File: src/rtl/fm_op_out.sv
// fm_op_out: FM operator output stage (log-sine -> attenuation -> exponent) plus carrier mixer.
// Define FM_WAVESEL_EN to honour in_wave_i (OPL2 waveforms 0-3); otherwise every slot is a full sine.
module fm_op_out #(
  parameter int unsigned ACC_W = 20
) (
  input  logic        clk_i,
  input  logic        reset_i,
  input  logic        in_valid_i,
  input  logic [5:0]  in_op_i,
  input  logic [9:0]  in_phase_i,
  input  logic [8:0]  in_env_i,
  input  logic [1:0]  in_wave_i,
  input  logic        in_carrier_i,
  input  logic        in_last_i,
  output logic        out_valid_o,
  output logic [5:0]  out_op_o,
  output logic [12:0] out_val_o,
  output logic [15:0] sample_o,
  output logic        sample_valid_o
);

  localparam longint QOne = 64'sd1 <<< 30;

  // round(-log2(sin((i+0.5)*pi/512))*256) in Q30 integer arithmetic, folded at elaboration.
  function automatic logic [11:0] logsin_f(input int i);
    longint x, s, term, m, f;
    int k;
    x = (longint'(2 * i + 1) * 64'sd3373259426) >>> 10;
    s = x;
    term = x;
    for (int n = 1; n <= 12; n++) begin
      term = (term * x) >>> 30;
      term = (term * x) >>> 30;
      term = -term / longint'((2 * n) * (2 * n + 1));
      s = s + term;
    end
    m = s;
    k = 0;
    for (int j = 0; j < 16; j++) begin
      if (m < QOne) begin
        m = m <<< 1;
        k++;
      end
    end
    f = 0;
    for (int b = 0; b < 20; b++) begin
      m = (m * m) >>> 30;
      f = f <<< 1;
      if (m >= (QOne <<< 1)) begin
        m = m >>> 1;
        f = f + 1;
      end
    end
    return 12'(((longint'(k) <<< 20) - f + 2048) >>> 12);
  endfunction

  function automatic longint isqrt_f(input longint v);
    longint r, t;
    r = 0;
    for (int b = 30; b >= 0; b--) begin
      t = r | (64'sd1 <<< b);
      if (t * t <= v) r = t;
    end
    return r;
  endfunction

  // round((2^(i/256) - 1) * 1024): product of 2^(2^b/256) roots for each set bit of i.
  function automatic logic [9:0] exp_f(input int i);
    longint p, root;
    p = QOne;
    root = QOne <<< 1;
    for (int j = 0; j < 8; j++) begin
      root = isqrt_f(root <<< 30);
      if (i[7-j]) p = (p * root) >>> 30;
    end
    return 10'(((p - QOne) + (64'sd1 <<< 19)) >>> 20);
  endfunction

  logic [11:0] logsin_rom [256];
  logic [9:0]  exp_rom    [256];

  for (genvar g = 0; g < 256; g++) begin : g_rom
    assign logsin_rom[g] = logsin_f(g);
    assign exp_rom[g]    = exp_f(g);
  end

  // Stage 1: log-sine lookup and waveform shaping.
  logic [7:0]  idx;
  logic [11:0] ls_d;
  logic        sign_d, mute_d;

  assign idx  = in_phase_i[8] ? ~in_phase_i[7:0] : in_phase_i[7:0];
  assign ls_d = logsin_rom[idx];

`ifdef FM_WAVESEL_EN
  always_comb begin
    sign_d = in_phase_i[9];
    mute_d = 1'b0;
    unique case (in_wave_i)
      2'd0: ;
      2'd1: mute_d = in_phase_i[9];
      2'd2: sign_d = 1'b0;
      2'd3: begin
        mute_d = in_phase_i[8];
        sign_d = 1'b0;
      end
      default: ;
    endcase
  end
`else
  logic unused_wave;
  assign unused_wave = ^in_wave_i;
  assign sign_d      = in_phase_i[9];
  assign mute_d      = 1'b0;
`endif

  logic        s1_valid_q, s1_sign_q, s1_mute_q, s1_carrier_q, s1_last_q;
  logic [5:0]  s1_op_q;
  logic [11:0] s1_ls_q;
  logic [8:0]  s1_env_q;

  // Stage 2: attenuation and exponent lookup.
  logic [12:0] total;
  logic [7:0]  exp_idx;
  logic [10:0] mant_d;

  assign total   = {1'b0, s1_ls_q} + {1'b0, s1_env_q, 3'b000};
  assign exp_idx = ~total[7:0];
  assign mant_d  = 11'd1024 + {1'b0, exp_rom[exp_idx]};

  logic        s2_valid_q, s2_sign_q, s2_mute_q, s2_carrier_q, s2_last_q;
  logic [5:0]  s2_op_q;
  logic [10:0] s2_mant_q;
  logic [4:0]  s2_shift_q;

  // Stage 3: magnitude, sign and carrier accumulation.
  logic [11:0]             shifted, mag;
  logic [12:0]             val_d;
  logic [ACC_W-1:0]        contrib, acc_sum;
  logic [ACC_W-16:0]       acc_top;
  logic [15:0]             sat;

  assign shifted = {s2_mant_q, 1'b0} >> s2_shift_q;
  assign mag     = (s2_mute_q || s2_shift_q >= 5'd12) ? 12'd0 : shifted;
  assign val_d   = s2_sign_q ? -{1'b0, mag} : {1'b0, mag};
  assign contrib = s2_carrier_q ? {{(ACC_W-13){val_d[12]}}, val_d} : '0;

  logic [ACC_W-1:0] acc_q;
  logic [12:0]      out_val_q;
  logic [5:0]       out_op_q;
  logic [15:0]      sample_q;
  logic             out_valid_q, sample_valid_q;

  assign acc_sum = acc_q + contrib;
  assign acc_top = acc_sum[ACC_W-1:15];
  // In range when every bit above bit 15 matches the sign bit.
  assign sat = (&acc_top || ~|acc_top) ? acc_sum[15:0]
                                       : (acc_sum[ACC_W-1] ? 16'h8000 : 16'h7fff);

  always_ff @(posedge clk_i or posedge reset_i) begin
    if (reset_i) begin
      s1_valid_q     <= 1'b0;
      s1_sign_q      <= 1'b0;
      s1_mute_q      <= 1'b0;
      s1_carrier_q   <= 1'b0;
      s1_last_q      <= 1'b0;
      s1_op_q        <= '0;
      s1_ls_q        <= '0;
      s1_env_q       <= '0;
      s2_valid_q     <= 1'b0;
      s2_sign_q      <= 1'b0;
      s2_mute_q      <= 1'b0;
      s2_carrier_q   <= 1'b0;
      s2_last_q      <= 1'b0;
      s2_op_q        <= '0;
      s2_mant_q      <= '0;
      s2_shift_q     <= '0;
      out_valid_q    <= 1'b0;
      out_op_q       <= '0;
      out_val_q      <= '0;
      sample_q       <= '0;
      sample_valid_q <= 1'b0;
      acc_q          <= '0;
    end else begin
      s1_valid_q     <= in_valid_i;
      s2_valid_q     <= s1_valid_q;
      out_valid_q    <= s2_valid_q;
      sample_valid_q <= s2_valid_q & s2_last_q;
      if (in_valid_i) begin
        s1_sign_q    <= sign_d;
        s1_mute_q    <= mute_d;
        s1_carrier_q <= in_carrier_i;
        s1_last_q    <= in_last_i;
        s1_op_q      <= in_op_i;
        s1_ls_q      <= ls_d;
        s1_env_q     <= in_env_i;
      end
      if (s1_valid_q) begin
        s2_sign_q    <= s1_sign_q;
        s2_mute_q    <= s1_mute_q;
        s2_carrier_q <= s1_carrier_q;
        s2_last_q    <= s1_last_q;
        s2_op_q      <= s1_op_q;
        s2_mant_q    <= mant_d;
        s2_shift_q   <= total[12:8];
      end
      if (s2_valid_q) begin
        out_op_q  <= s2_op_q;
        out_val_q <= val_d;
        if (s2_last_q) begin
          sample_q <= sat;
          acc_q    <= '0;
        end else begin
          acc_q    <= acc_sum;
        end
      end
    end
  end

  assign out_valid_o    = out_valid_q;
  assign out_op_o       = out_op_q;
  assign out_val_o      = out_val_q;
  assign sample_o       = sample_q;
  assign sample_valid_o = sample_valid_q;

endmodule
File: config.mk
export PLATFORM = sky130hd
export DESIGN_NAME = fm_op_out
export DESIGN_NICKNAME = d
export VERILOG_FILES = /design/src/rtl/fm_op_out.sv
export SDC_FILE = /design/constraint.sdc
export NUM_CORES = 1
export LEC_CHECK = 0
export ABC_CLOCK_PERIOD_IN_PS = 7000
export BUFFER_PORTS_ARGS = -buffer_cell sky130_fd_sc_hd__clkbuf_2
export CORE_AREA = 2 2 140 142
export CTS_CLUSTER_DIAMETER = 150
export DETAILED_ROUTE_END_ITERATION = 6
export DIE_AREA = 0 0 142 144
export PLACE_DENSITY = 0.78
export SLEW_MARGIN = 30
export SYNTH_ARGS = -nofsm -noshare
export SYNTH_HDL_FRONTEND = slang
export SYNTH_SLANG_ARGS = --single-unit
File: constraint.sdc
create_clock -name clk_i -period 7 [get_ports clk_i]
set_input_delay 2.1 -clock clk_i [delete_from_list [all_inputs] [get_ports clk_i]]
set_output_delay 2.1 -clock clk_i [all_outputs]
set_load 0.01 [all_outputs]
After elaboration in Yosys (flattened, before gate mapping)
Memory sizes are Yosys's and may differ from the RTL's. A register that Yosys moved wholly into a read port is not among the register bits.
Index checks and enable logic that the tools add are counted.
- memory bits (read-only): 5632
- register bits: 102
- input bits: 32
- memories: 2
- logic and storage cells: 47
- output and inout bits: 37
- memories (name ; depth ; width ; rd ports ; clocked after Yosys merged registers in ; write ports ; RTL line ; RTL):
    (name not given) ; 256 ; 12 ; 1 ; 1 ; 0 ; 93 ; assign ls_d = logsin_rom[idx];
    (name not given) ; 256 ; 10 ; 1 ; 0 ; 0 ; 129 ; assign mant_d = 11'd1024 + {1'b0, exp_rom[exp_idx]};
- $lt $le $gt $ge: 2
- add/subtract/negate cells: 4
- bitwise gates (word level): 5
- shifts and indexed selects: 1
- muxes and demuxes: 9
- reduce and logical (&&, ||, !) cells: 5
- operators by type and width (cell ; number):
    20-bit two-way mux ; 2
    16-bit two-way mux ; 2
    20-bit adder ; 1
    10-bit two-way mux ; 2
    8-bit NOT with 9-bit output ; 2
    8-bit NOT ; 2
    12-bit by 12-bit adder with 13-bit output ; 1
    13-bit two-way mux ; 1
    12-bit negation with 13-bit output ; 1
    12-bit two-way mux ; 1
    12-bit by 5-bit >> shifter with 12-bit output ; 1
    11-bit by 10-bit adder with 11-bit output (first input constant) ; 1
    9-bit >= comparator (second input constant) ; 1
    8-bit two-way mux ; 1
    5-bit by 4-bit >= comparator with 1-bit output (second input constant) ; 1
    5-bit AND reduction ; 1
    5-bit OR reduction ; 1
    2-bit AND reduction ; 1
    1-bit bitwise AND ; 1
    1-bit zero test ; 1
    1-bit logical OR ; 1

Depth between registers and ports, before layout
Gate-level depths: netlist of the first run.
- depth in word-level cells: 10
- depth in mapped cells: 25
- gate-level depth less buffers: 21

Worst setup path after synthesis of the first run
OpenSTA, ideal clock, no wires.
- path type: reg-to-reg
- start point: reg s2_shift_q[0]
- end point: reg sample_q[0], in the netlist sample_o[0]
- data arrival time: 5527 ps
- buffers on the path: 3
- cell stages (with the launch flop): 23
- required time: 6934 ps
- slack: 1406 ps
- library setup time: 66 ps
- path through: dfrtp_1 > buf_2 > buf_2 > mux4_2 > nor2_1 > o32a_1 > nor2_1 > inv_1 > ha_1 > o21ai_1 > or4b_4 > o311a_4 > ha_1 > and3_1 > and3b_1 > o31ai_1 > a31oi_1 > a2111oi_0 > xor2_1 > a31o_2 > a211oi_1 > buf_2 > a221o_1
- longest elaborated chain between the ends: 10
- RTL lines (what ; RTL line ; RTL):
    start, declared ; 134 ; logic [4:0] s2_shift_q;
    start signal, assigned ; 205 ; s2_shift_q <= total[12:8];
    12-bit by 5-bit >> shifter with 12-bit output or 5-bit by 4-bit >= comparator with 1-bit output (tied branches) ; 143, 144 ;
    12-bit two-way mux * ; 144 ; assign mag = (s2_mute_q || s2_shift_q >= 5'd12) ? 12'd0 : shifted;
    12-bit negation with 13-bit output ; 145 ; assign val_d = s2_sign_q ? -{1'b0, mag} : {1'b0, mag};
    13-bit two-way mux * ; 145 ;
    20-bit two-way mux * ; 146 ; assign contrib = s2_carrier_q ? {{(ACC_W-13){val_d[12]}}, val_d} : '0;
    20-bit adder * ; 154 ; assign acc_sum = acc_q + contrib;
    5-bit OR reduction ; 157 ; assign sat = (&acc_top || ~|acc_top) ? acc_sum[15:0]
    1-bit zero test ; 157 ;
    1-bit logical OR ; 157 ;
    16-bit two-way mux * ; 157 ;
    end signal, assigned ; 211 ; sample_q <= sat;
    end, declared ; 151 ; logic [15:0] sample_q;
Mark *: on every way between the ends. The rest lies on a longest branch, timed or not.
A chain may end at the register's enable or synchronous reset.

Worst setup path in the final report of the first run
- start point: reg s2_shift_q[1]
- end point: reg sample_q[9], in the netlist sample_o[9]
The elaborated chain is that of the path after synthesis.

==> tab_implementation.tex, run 1 <==
\begin{tabular}{lr}
\hline
Metric & Value \\
\hline
\multicolumn{2}{l}{\textbf{Floorplan}} \\
Standard-cell row count & between 50 and 60 \\
Starting utilization of the core area & about three fifths \\
Core box area & about 19,000 µm² \\
Ports placed on the boundary & $\sim$70 \\
Overall die height & roughly 140 µm \\
Area of the die & just over 20,000 µm² \\
Width of the die & roughly 140 µm \\
\multicolumn{2}{l}{\textbf{Power}} \\
Relative contribution of the clock network to total power & 17.4\% \\
Part of the total power dissipated in sequential elements & 21.9\% \\
Internal power summed over all cells & roughly 2.6 mW \\
Switching share of total power & a little under half \\
Worst ir drop on vdd & between 150 and 200 µV \\
Leakage Power & between 5 and 6 nW \\
Pwr Total & 4.92 mW \\
Power share of the combinational group & 60.7\% \\
Power per cell area & 403 nW/µm² \\
Power dissipated by switching net loads & between 2 and 2.5 mW \\
\multicolumn{2}{l}{\textbf{Setup path}} \\
Stage delay of the slowest cell on the critical path & $\sim$860 ps \\
Type of destination of the critical path & flip-flop \\
Critical path fanouts, max & 23 \\
Type of the worst setup path & flip-flop to flip-flop \\
Cell occurring most often along the worst timing path & ha\_1 \\
Data required time of the worst path & about 7400 ps \\
Startpoint Class & flip-flop \\
Series of cell instances along the critical path & mux2\_2 > mux2i\_1 > o32a\_1 > nor2\_1 > inv\_1 > ha\_1 > o21ai\_1 > or4b\_4 > a22o\_1 > a32oi\_1 > nor2b\_1 > ha\_1 > and3\_1 > o211ai\_1 > or4b\_1 > nand3\_1 > o21ai\_0 > xor2\_1 > or4\_1 > o22ai\_2 > buf\_4 > a221o\_1 \\
Register-to-register path setup slack & 820 ps \\
Worst EP arrival & 6530 ps \\
Cell at the slowest stage of the critical path & dfrtp\_1 \\
\multicolumn{2}{l}{\textbf{Routing}} \\
Post-detailed-route via-to-cell ratio & between 6 and 7 \\
Post-detailed-routing wire length & 32,800 µm \\
Final antenna-violating net count & 0 \\
Vias & about 11,000 \\
Detailed-route wire length per cell & approximately 20 µm \\
Number of detailed-routing iterations run before antenna repair & 6 \\
Drt first-iter violations & 1,612 \\
Post-route DRC & 0 \\
\multicolumn{2}{l}{\textbf{Clock tree}} \\
Master cell of the clock root buffer & clkbuf\_16 \\
Clock input transition at the sequential cells of the worst setup and hold paths & around 50 ps \\
\# clock sinks & roughly 110 \\
Clock buffer depth & 2 \\
Setup fix buffers added after clock tree synthesis & 0 \\
Depth of the CTS H-tree & 4 \\
Total of hold buffers inserted after clock tree synthesis & 0 \\
TritonCTS Buffers & 17 \\
CTS tree & yes \\
Clock Latency Late Sink & roughly 430 ps \\
\# resized after CTS & 0 \\
\multicolumn{2}{l}{\textbf{Place}} \\
Number of cells after detailed placement & approximately 1,600 \\
Port Buffers & 66 \\
Weighted congestion reported at the end of routability-driven placement & 0.969 \\
HPWL Detailed & about 22,000 µm \\
\multicolumn{2}{l}{\textbf{Synth}} \\
Ys async rst share & 100\% \\
Synthesis-stage register bit count & 114 \\
Sequential area share after synthesis & around 25\% \\
Count of distinct cell types in the synthesized netlist & 76 \\
Synthesized netlist cell count & between 1,000 and 1,500 \\
Mean post-synth cell area & just under 8 µm² \\
Synthesized net count & $\sim$1,500 \\
YS warnings & 0 \\
Mapped cell area & 11,200 µm² \\
Post-synth EDFFs & 0 \\
Main flop type after synthesis & dfrtp\_1 \\
\multicolumn{2}{l}{\textbf{STA}} \\
Setup TNS after final layout & 0 ps \\
Actual transition at the worst max-transition pin & between 900 and 1000 ps \\
Setup violators final & 0 \\
Final Max Slew Viols & 0 \\
Hold Fails Final Rpt & 0 \\
Setup clock skew after layout & 8.81 ps \\
Min Clock Period, post-route & 6180 ps \\
Period Utilization, post-route & between 80\% and 90\% \\
Setup repair after global routing missed its margin & no \\
Slew headroom & between 30\% and 40\% \\
Highest achievable clock rate & between 0.15 and 0.2 GHz \\
\multicolumn{2}{l}{\textbf{Cells and area}} \\
N\_diodes & 0 \\
Net count, final & 1,486 \\
Number of non-filler instances in the completed layout & about 1,600 \\
Number of filler instances in the final layout & roughly 1,600 \\
Share of final-layout standard cells stronger than drive strength 1 & roughly 15\% \\
Area growth from synthesis to layout & 8.69\% \\
Final Core Density & approximately 64\% \\
\multicolumn{2}{l}{\textbf{Global route}} \\
First-pass GRT wire length & about 53,000 µm \\
Total routing usage reported by global routing & $\sim$32\% \\
Largest net degree at the start of global routing & 93 \\
Number of global-route vias before repair & just over 10,000 \\
Antenna violations before repair & 0 \\
GR Overflow Total & 0 \\
\multicolumn{2}{l}{\textbf{Run}} \\
\# Max-Cap Violations & 0 \\
\multicolumn{2}{l}{\textbf{Hold path}} \\
Hold crit path type & flip-flop to flip-flop \\
\multicolumn{2}{l}{\textbf{Status}} \\
Result of the run & completed \\
\hline
\end{tabular}
==> through the flow <==
step           area (µm²)  worst slack (ps)  hold slack (ps)
2_1_floorplan       11200              1410              352
5_1_grt             12200               359              507
6_report            12200               824              495
3_5_place_dp        11600               934              485
4_1_cts             12200               903              501
3_3_place_gp        11600              1070              478
==> flip-flops by register name (all words and copies together), names as in the netlist, 5 cells and up <==
register,count
out_op_o,6
sample_o,16
acc_q,20
s2_op_q,6
s2_shift_q,5
s1_ls_q,12
s1_env_q,9
s2_mant_q,11
s1_op_q,6
out_val_o,13
==> per-layer routing <==
| metal | share of wire, % | vias up | GRT usage, % | routed length [µm] |
|---|---|---|---|---|
| met5 | 0 | - | 0 | 0 |
| met4 | 3.7 | 0 | 14.4 | 1200 |
| met3 | 8.4 | 95 | 4.54 | 2760 |
| met2 | 46 | 662 | 51.0 | 15100 |
| met1 | 42 | 5352 | 43.8 | 13700 |
| li1 | - | 5282 | - | - |
==> cells by family after synthesis <==
group | count (synthesis) | share of synthesized area, %
flip-flops | 114 | 25.4
AND/OR/NAND/NOR | 398 | 16.3
AO/OA/AOI/OAI | 540 | 32.0
XOR/XNOR | 56 | 4.51
buffers and inverters | 180 | 6.18
adder cells (fa/ha/maj) | 57 | 6.49
multiplexers | 78 | 9.10
==> worst paths after layout <==
check                              start      endpoint  cells past startpoint
max                        s2_shift_q[1]   sample_o[9]                     22
min                            acc_q[15]     acc_q[15]                      1
max reg2reg                s2_shift_q[1]   sample_o[9]                     22
min reg2reg                    acc_q[15]     acc_q[15]                      1
max in group asynchronous        reset_i    s1_ls_q[2]                      3
min in group asynchronous        reset_i  sample_o[14]                      2
==> power by group through the flow <==
stage          Clock [mW]  Combinational, mW  Sequential, mW
5_1_grt             0.897               3.27            1.11
3_5_place_dp            0               2.90            1.08
6_report            0.855               2.99            1.08
4_1_cts             0.865               2.93            1.07
2_1_floorplan           0               2.26            1.04
3_3_place_gp            0               2.85            1.07
==> layout make-up <==
type	instances	area (µm²)	share of cell area, %
clock inverters	12	141	1.16
clock buffers	19	433	3.55
well taps	238	298	2.44
inverters	40	153	1.25
repair buffers	95	548	4.49
flip-flops and latches	114	2850	23.4
multi-input cells	1129	7770	63.7
==> cells in the mapped netlist, types with 6 or more instances <==
cell type    n  share of area [%]
nand3_1     23                1.0
buf_1       13               0.44
o21ai_0    111                5.0
nor2b_1     12               0.67
nand4_1      7               0.39
mux2i_1     14                1.2
a211oi_1    50                3.3
a22o_1      16                1.2
o211ai_1    41                2.7
and3_1       8               0.45
a311oi_1    18                1.4
o311ai_0     8               0.62
nand2b_1    19                1.1
o2111ai_1    6               0.47
clkbuf_1   120                4.0
nand2_1    136                4.6
nor2_1     116                3.9
nor3_1      37                1.7
a221o_1     15                1.3
mux4_2      14                2.8
o22ai_1     12               0.67
o21bai_1     7               0.47
or3_1        7               0.39
or2_2        8               0.45
a2111oi_0    7               0.55
o2bb2ai_1    6               0.47
a31oi_1     35                2.0
xnor2_1     33                2.6
ha_1        55                6.1
a221oi_1    12               0.94
o221ai_1     9               0.70
mux2_2      49                4.9
dfrtp_1    114                 25
a21oi_1    131                5.8
o31ai_1      8               0.54
inv_1       36                1.2
a21o_1      11               0.74
xor2_1      22                1.7
==> critical path, delay by kind of cell (launching register included) <==
| kind | cells | cell delay [ps] |
|---|---|---|
| AOI/OAI and AO/OA | 8 | 1320 |
| muxes | 2 | 640 |
| DFF | 1 | 860 |
| buffers and inverters | 2 | 320 |
| xor gates and xnor gates | 1 | 170 |
| and+or+nand+nor | 7 | 2220 |
| adders and majority gates | 2 | 590 |
==> layout by cell type, fill, tap and decap left out, types with 12 or more instances in the layout <==
master | netlist | final
a211oi_1 | 50 | 50
a21oi_1 | 131 | 131
a221o_1 | 15 | 15
a221oi_1 | 12 | 12
a22o_1 | 16 | 16
a311oi_1 | 18 | 18
a31oi_1 | 35 | 35
buf_4 | 1 | 29
clkbuf_16 | 0 | 17
clkbuf_2 | 0 | 65
dfrtp_1 | 114 | 113
ha_1 | 55 | 54
inv_1 | 36 | 35
mux2_2 | 49 | 49
mux2i_1 | 14 | 14
mux4_2 | 14 | 14
nand2_1 | 136 | 136
nand2b_1 | 19 | 19
nand3_1 | 23 | 23
nor2_1 | 116 | 115
nor2b_1 | 12 | 12
nor3_1 | 37 | 37
o211ai_1 | 41 | 41
o21ai_0 | 111 | 111
o22ai_1 | 12 | 12
xnor2_1 | 33 | 28
xor2_1 | 22 | 17
Note: power is estimated with default switching activity, not from simulation.
==> inputs of run 2 (changes only) <==
ABC_CLOCK_PERIOD_IN_PS = 5500   (was 7000)
CORE_AREA = 2 2 144 146   (was 2 2 140 142)
DIE_AREA = 0 0 146 148   (was 0 0 142 144)
PLACE_DENSITY = 0.77   (was 0.78)
clock period = 5.5 ns   (was 7 ns; I/O delays follow)
==> tab_implementation.tex, run 2 (same netlist as run 1, synthesis figures left out) <==
\begin{tabular}{lr}
\hline
Metric & Value \\
\hline
\multicolumn{2}{l}{\textbf{Status}} \\
Result of the run & completed \\
\multicolumn{2}{l}{\textbf{Clock tree}} \\
CTS tree & yes \\
\# clock sinks & 114 (unchanged) \\
Clock input transition at the sequential cells of the worst setup and hold paths & 50 ps (about the same) \\
TritonCTS Buffers & 17 (unchanged) \\
Clock buffer depth & 2 (unchanged) \\
Master cell of the clock root buffer & clkbuf\_16 \\
Clock Latency Late Sink & 430 ps (about the same) \\
Depth of the CTS H-tree & 4 (unchanged) \\
\multicolumn{2}{l}{\textbf{Global route}} \\
Met1 track utilization from global routing & 43.5\% (-0.33 points) \\
Most heavily used metal layer in global routing & met2 \\
GR met3 Demand/Resource & 4.72\% (+0.19 points) \\
GR Overflow Total & 0 (unchanged) \\
First-pass GRT wire length & 55,600 µm (+4.6\%) \\
Global-route met2 utilization & 49.3\% (-1.7 points) \\
Total routing usage reported by global routing & 31.5\% (-0.62 points) \\
Number of global-route vias before repair & 10,600 (+2.8\%) \\
Antenna violations before repair & 0 (unchanged) \\
Largest net degree at the start of global routing & 92 (-1.1\%) \\
\multicolumn{2}{l}{\textbf{Power}} \\
Power dissipated by switching net loads & 3.16 mW (+39\%) \\
Internal power summed over all cells & 3.63 mW (+37\%) \\
Power per cell area & 532 nW/µm² (+32\%) \\
Part of the total power dissipated in sequential elements & 19.7\% (-2.2 points) \\
Switching share of total power & 46.5\% (+0.29 points) \\
Relative contribution of the clock network to total power & 16.7\% (-0.7 points) \\
Worst ir drop on vdd & 268 µV (+37\%) \\
Power share of the combinational group & 63.5\% (+2.8 points) \\
Leakage Power & 5.31 nW (+5.1\%) \\
\multicolumn{2}{l}{\textbf{Routing}} \\
Vias & 11,800 (+3.9\%) \\
Final antenna-violating net count & 0 (unchanged) \\
Post-detailed-route via-to-cell ratio & 6.88 (-0.50\%) \\
Number of detailed-routing iterations run before antenna repair & 7 (+1) \\
Detailed-route wire length per cell & 20.9 µm (+5.1\%) \\
Post-detailed-routing wire length & 36,000 µm (+9.8\%) \\
Post-route DRC & 0 (unchanged) \\
Drt first-iter violations & 1,601 (-0.68\%) \\
\multicolumn{2}{l}{\textbf{Place}} \\
Number of cells after detailed placement & 1,674 (+3.6\%) \\
Port Buffers & 66 (unchanged) \\
Setup slack at placement & -142 ps (-1080 ps) \\
Weighted congestion reported at the end of routability-driven placement & 1.01 (+3.9\%) \\
HPWL Detailed & 23,400 µm (+8.6\%) \\
\multicolumn{2}{l}{\textbf{Cells and area}} \\
Commonest non-fill, non-tap cell in the layout & nand2\_1 \\
N\_diodes & 0 (unchanged) \\
Number of filler instances in the final layout & 1,709 (+6.7\%) \\
Largest register FFs & 20 (unchanged) \\
Area growth from synthesis to layout & 13.9\% \\
Commonest cells after routing, fill and taps aside & nand2\_1 (136), a21oi\_1 (131), nor2\_1 (112), dfrtp\_1 (112), o21ai\_0 (104) \\
Register with the most flip-flops & acc\_q \\
Number of non-filler instances in the completed layout & 1,720 (+4.4\%) \\
Share of final-layout standard cells stronger than drive strength 1 & 19.4\% (+4.0 points) \\
Net count, final & 1,526 (+2.7\%) \\
\multicolumn{2}{l}{\textbf{STA}} \\
Final Max Slew Viols & 0 (unchanged) \\
Setup WS post-layout & 6.91 ps (-817 ps) \\
Min Clock Period, post-route & 5490 ps (-683 ps) \\
Period Utilization, post-route & 99.9\% (+12 points) \\
Setup violators final & 0 (unchanged) \\
Highest achievable clock rate & 0.182 GHz (+12\%) \\
Actual transition at the worst max-transition pin & 913 ps (-18.0 ps) \\
Hold Fails Final Rpt & 0 (unchanged) \\
Setup clock skew after layout & 12.5 ps (+3.67 ps) \\
Slew headroom & 39.1\% (+1.3 points) \\
\multicolumn{2}{l}{\textbf{Setup path}} \\
Register-to-register path setup slack & 7 ps (-820 ps) \\
Worst R2R End & sample\_o[1] \\
Critical register-to-register path startpoint & s2\_shift\_q[1] \\
CP Capture Point & sample\_o[1] \\
Reg2reg path depth & 21 (-4.5\%) \\
Type of the worst setup path & flip-flop to flip-flop \\
Critical path fanouts, max & 11 (-52\%) \\
Worst EP arrival & 5850 ps (-680 ps) \\
Startpoint of the most critical setup path & s2\_shift\_q[1] \\
Data required time of the worst path & 5860 ps (-1500 ps) \\
Startpoint Class & flip-flop \\
Type of destination of the critical path & flip-flop \\
\multicolumn{2}{l}{\textbf{Floorplan}} \\
Ports placed on the boundary & 69 (unchanged) \\
Starting utilization of the core area & 56.0\% (-2.8 points) \\
Area of the die & 21,600 µm² (+5.7\%) \\
Standard-cell row count & 52 (+2.0\%) \\
Width of the die & 146 µm (+2.8\%) \\
Core box area & 20,000 µm² (+5.0\%) \\
Overall die height & 148 µm (+2.8\%) \\
\multicolumn{2}{l}{\textbf{Hold path}} \\
Hold crit path type & flip-flop to flip-flop \\
\multicolumn{2}{l}{\textbf{Run}} \\
\# Max-Cap Violations & 0 (unchanged) \\
\hline
\end{tabular}
==> run 2: cell count changes in the layout (fill, tap and decap cells not counted), moves of 3 or more <==
cell,previous run,this run
clkinv_4,1,4
buf_4,29,62
nor2_2,1,4
buf_6,0,3
ha_1,54,51
o21ai_1,2,6
o21ai_2,0,3
clkinv_2,7,3
o21ai_0,111,104
nor2_1,115,112
==> run 2: worst min-delay path by stage <==
| stage | from | endpoint | slack [ps] | depth (start not counted) |
|---|---|---|---|---|
| floorplan | s1_valid_q | s2_valid_q | 350 | 0 |
| global placement | acc_q[17] | acc_q[17] | 480 | 1 |
| detailed placement | acc_q[15] | acc_q[15] | 490 | 1 |
| CTS | acc_q[17] | acc_q[17] | 500 | 1 |
| global route | acc_q[16] | acc_q[16] | 510 | 1 |
| finish | acc_q[16] | acc_q[16] | 500 | 1 |
==> run 2: power by group through the flow <==
stage / Clock (mW) / Combinational, mW / Sequential (mW)
6_report: 1.14 / 4.31 / 1.34
5_1_grt: 1.18 / 4.64 / 1.37
4_1_cts: 1.14 / 3.98 / 1.33
3_5_place_dp: 0 / 3.90 / 1.34
3_3_place_gp: 0 / 3.81 / 1.33
2_1_floorplan: 0 / 2.88 / 1.32
==> run 2: per-stage QoR <==
step	setup TNS, ps	hold WS [ps]	area (µm²)	total power, mW	utilization [%]
finish	0	500	12800	6.79	63.7
CTS	0	501	12500	6.45	62.6
global placement	0	478	11900	5.13	59.3
detailed placement	-2010	485	11900	5.24	59.3
floorplan	0	352	11200	4.20	-
global route	-3560	513	12800	7.20	63.7
==> run 2: worst max-delay path: stages (launching register included) <==
cell and delay (ps):
dfrtp_2 420, buf_12 150, mux2_4 320, mux2i_1 200, o22a_1 230, or2_2 140, ha_2 190, o21ai_2 80
or4b_4 540, o311a_4 430, buf_4 190, ha_1 410, nand2_1 110, o21ai_1 120, o41ai_2 420, buf_4 190
o211ai_1 90, o211ai_1 160, xnor3_2 380, a211oi_4 300, buf_6 210, a221o_1 130
==> run 2: metal layers <==
layer / share of wire, % / up-vias
met3: 9.4 / 114
met5: 0 / -
li1: - / 5369
met1: 40 / 5531
met4: 3.7 / 0
met2: 46 / 822
==> run 2: final cells by class <==
cell class	count	area (µm²)	share of cell area [%]
well taps	270	338	2.64
clock buffers	17	425	3.33
inverters	40	153	1.19
clock inverters	15	184	1.44
flip-flops and latches	114	2860	22.4
repair buffers	135	920	7.20
multi-input cells	1129	7900	61.8
==> run 2: what timing repair did <==
item | 4_1_cts | 5_1_grt
endpoints found under the setup margin | 15 | 15
gates cloned | 0 | 3
hold buffers | 0 | 0
pin swaps | 4 | 13
gates resized for setup | 11 | 29
setup buffers | 1 | 10
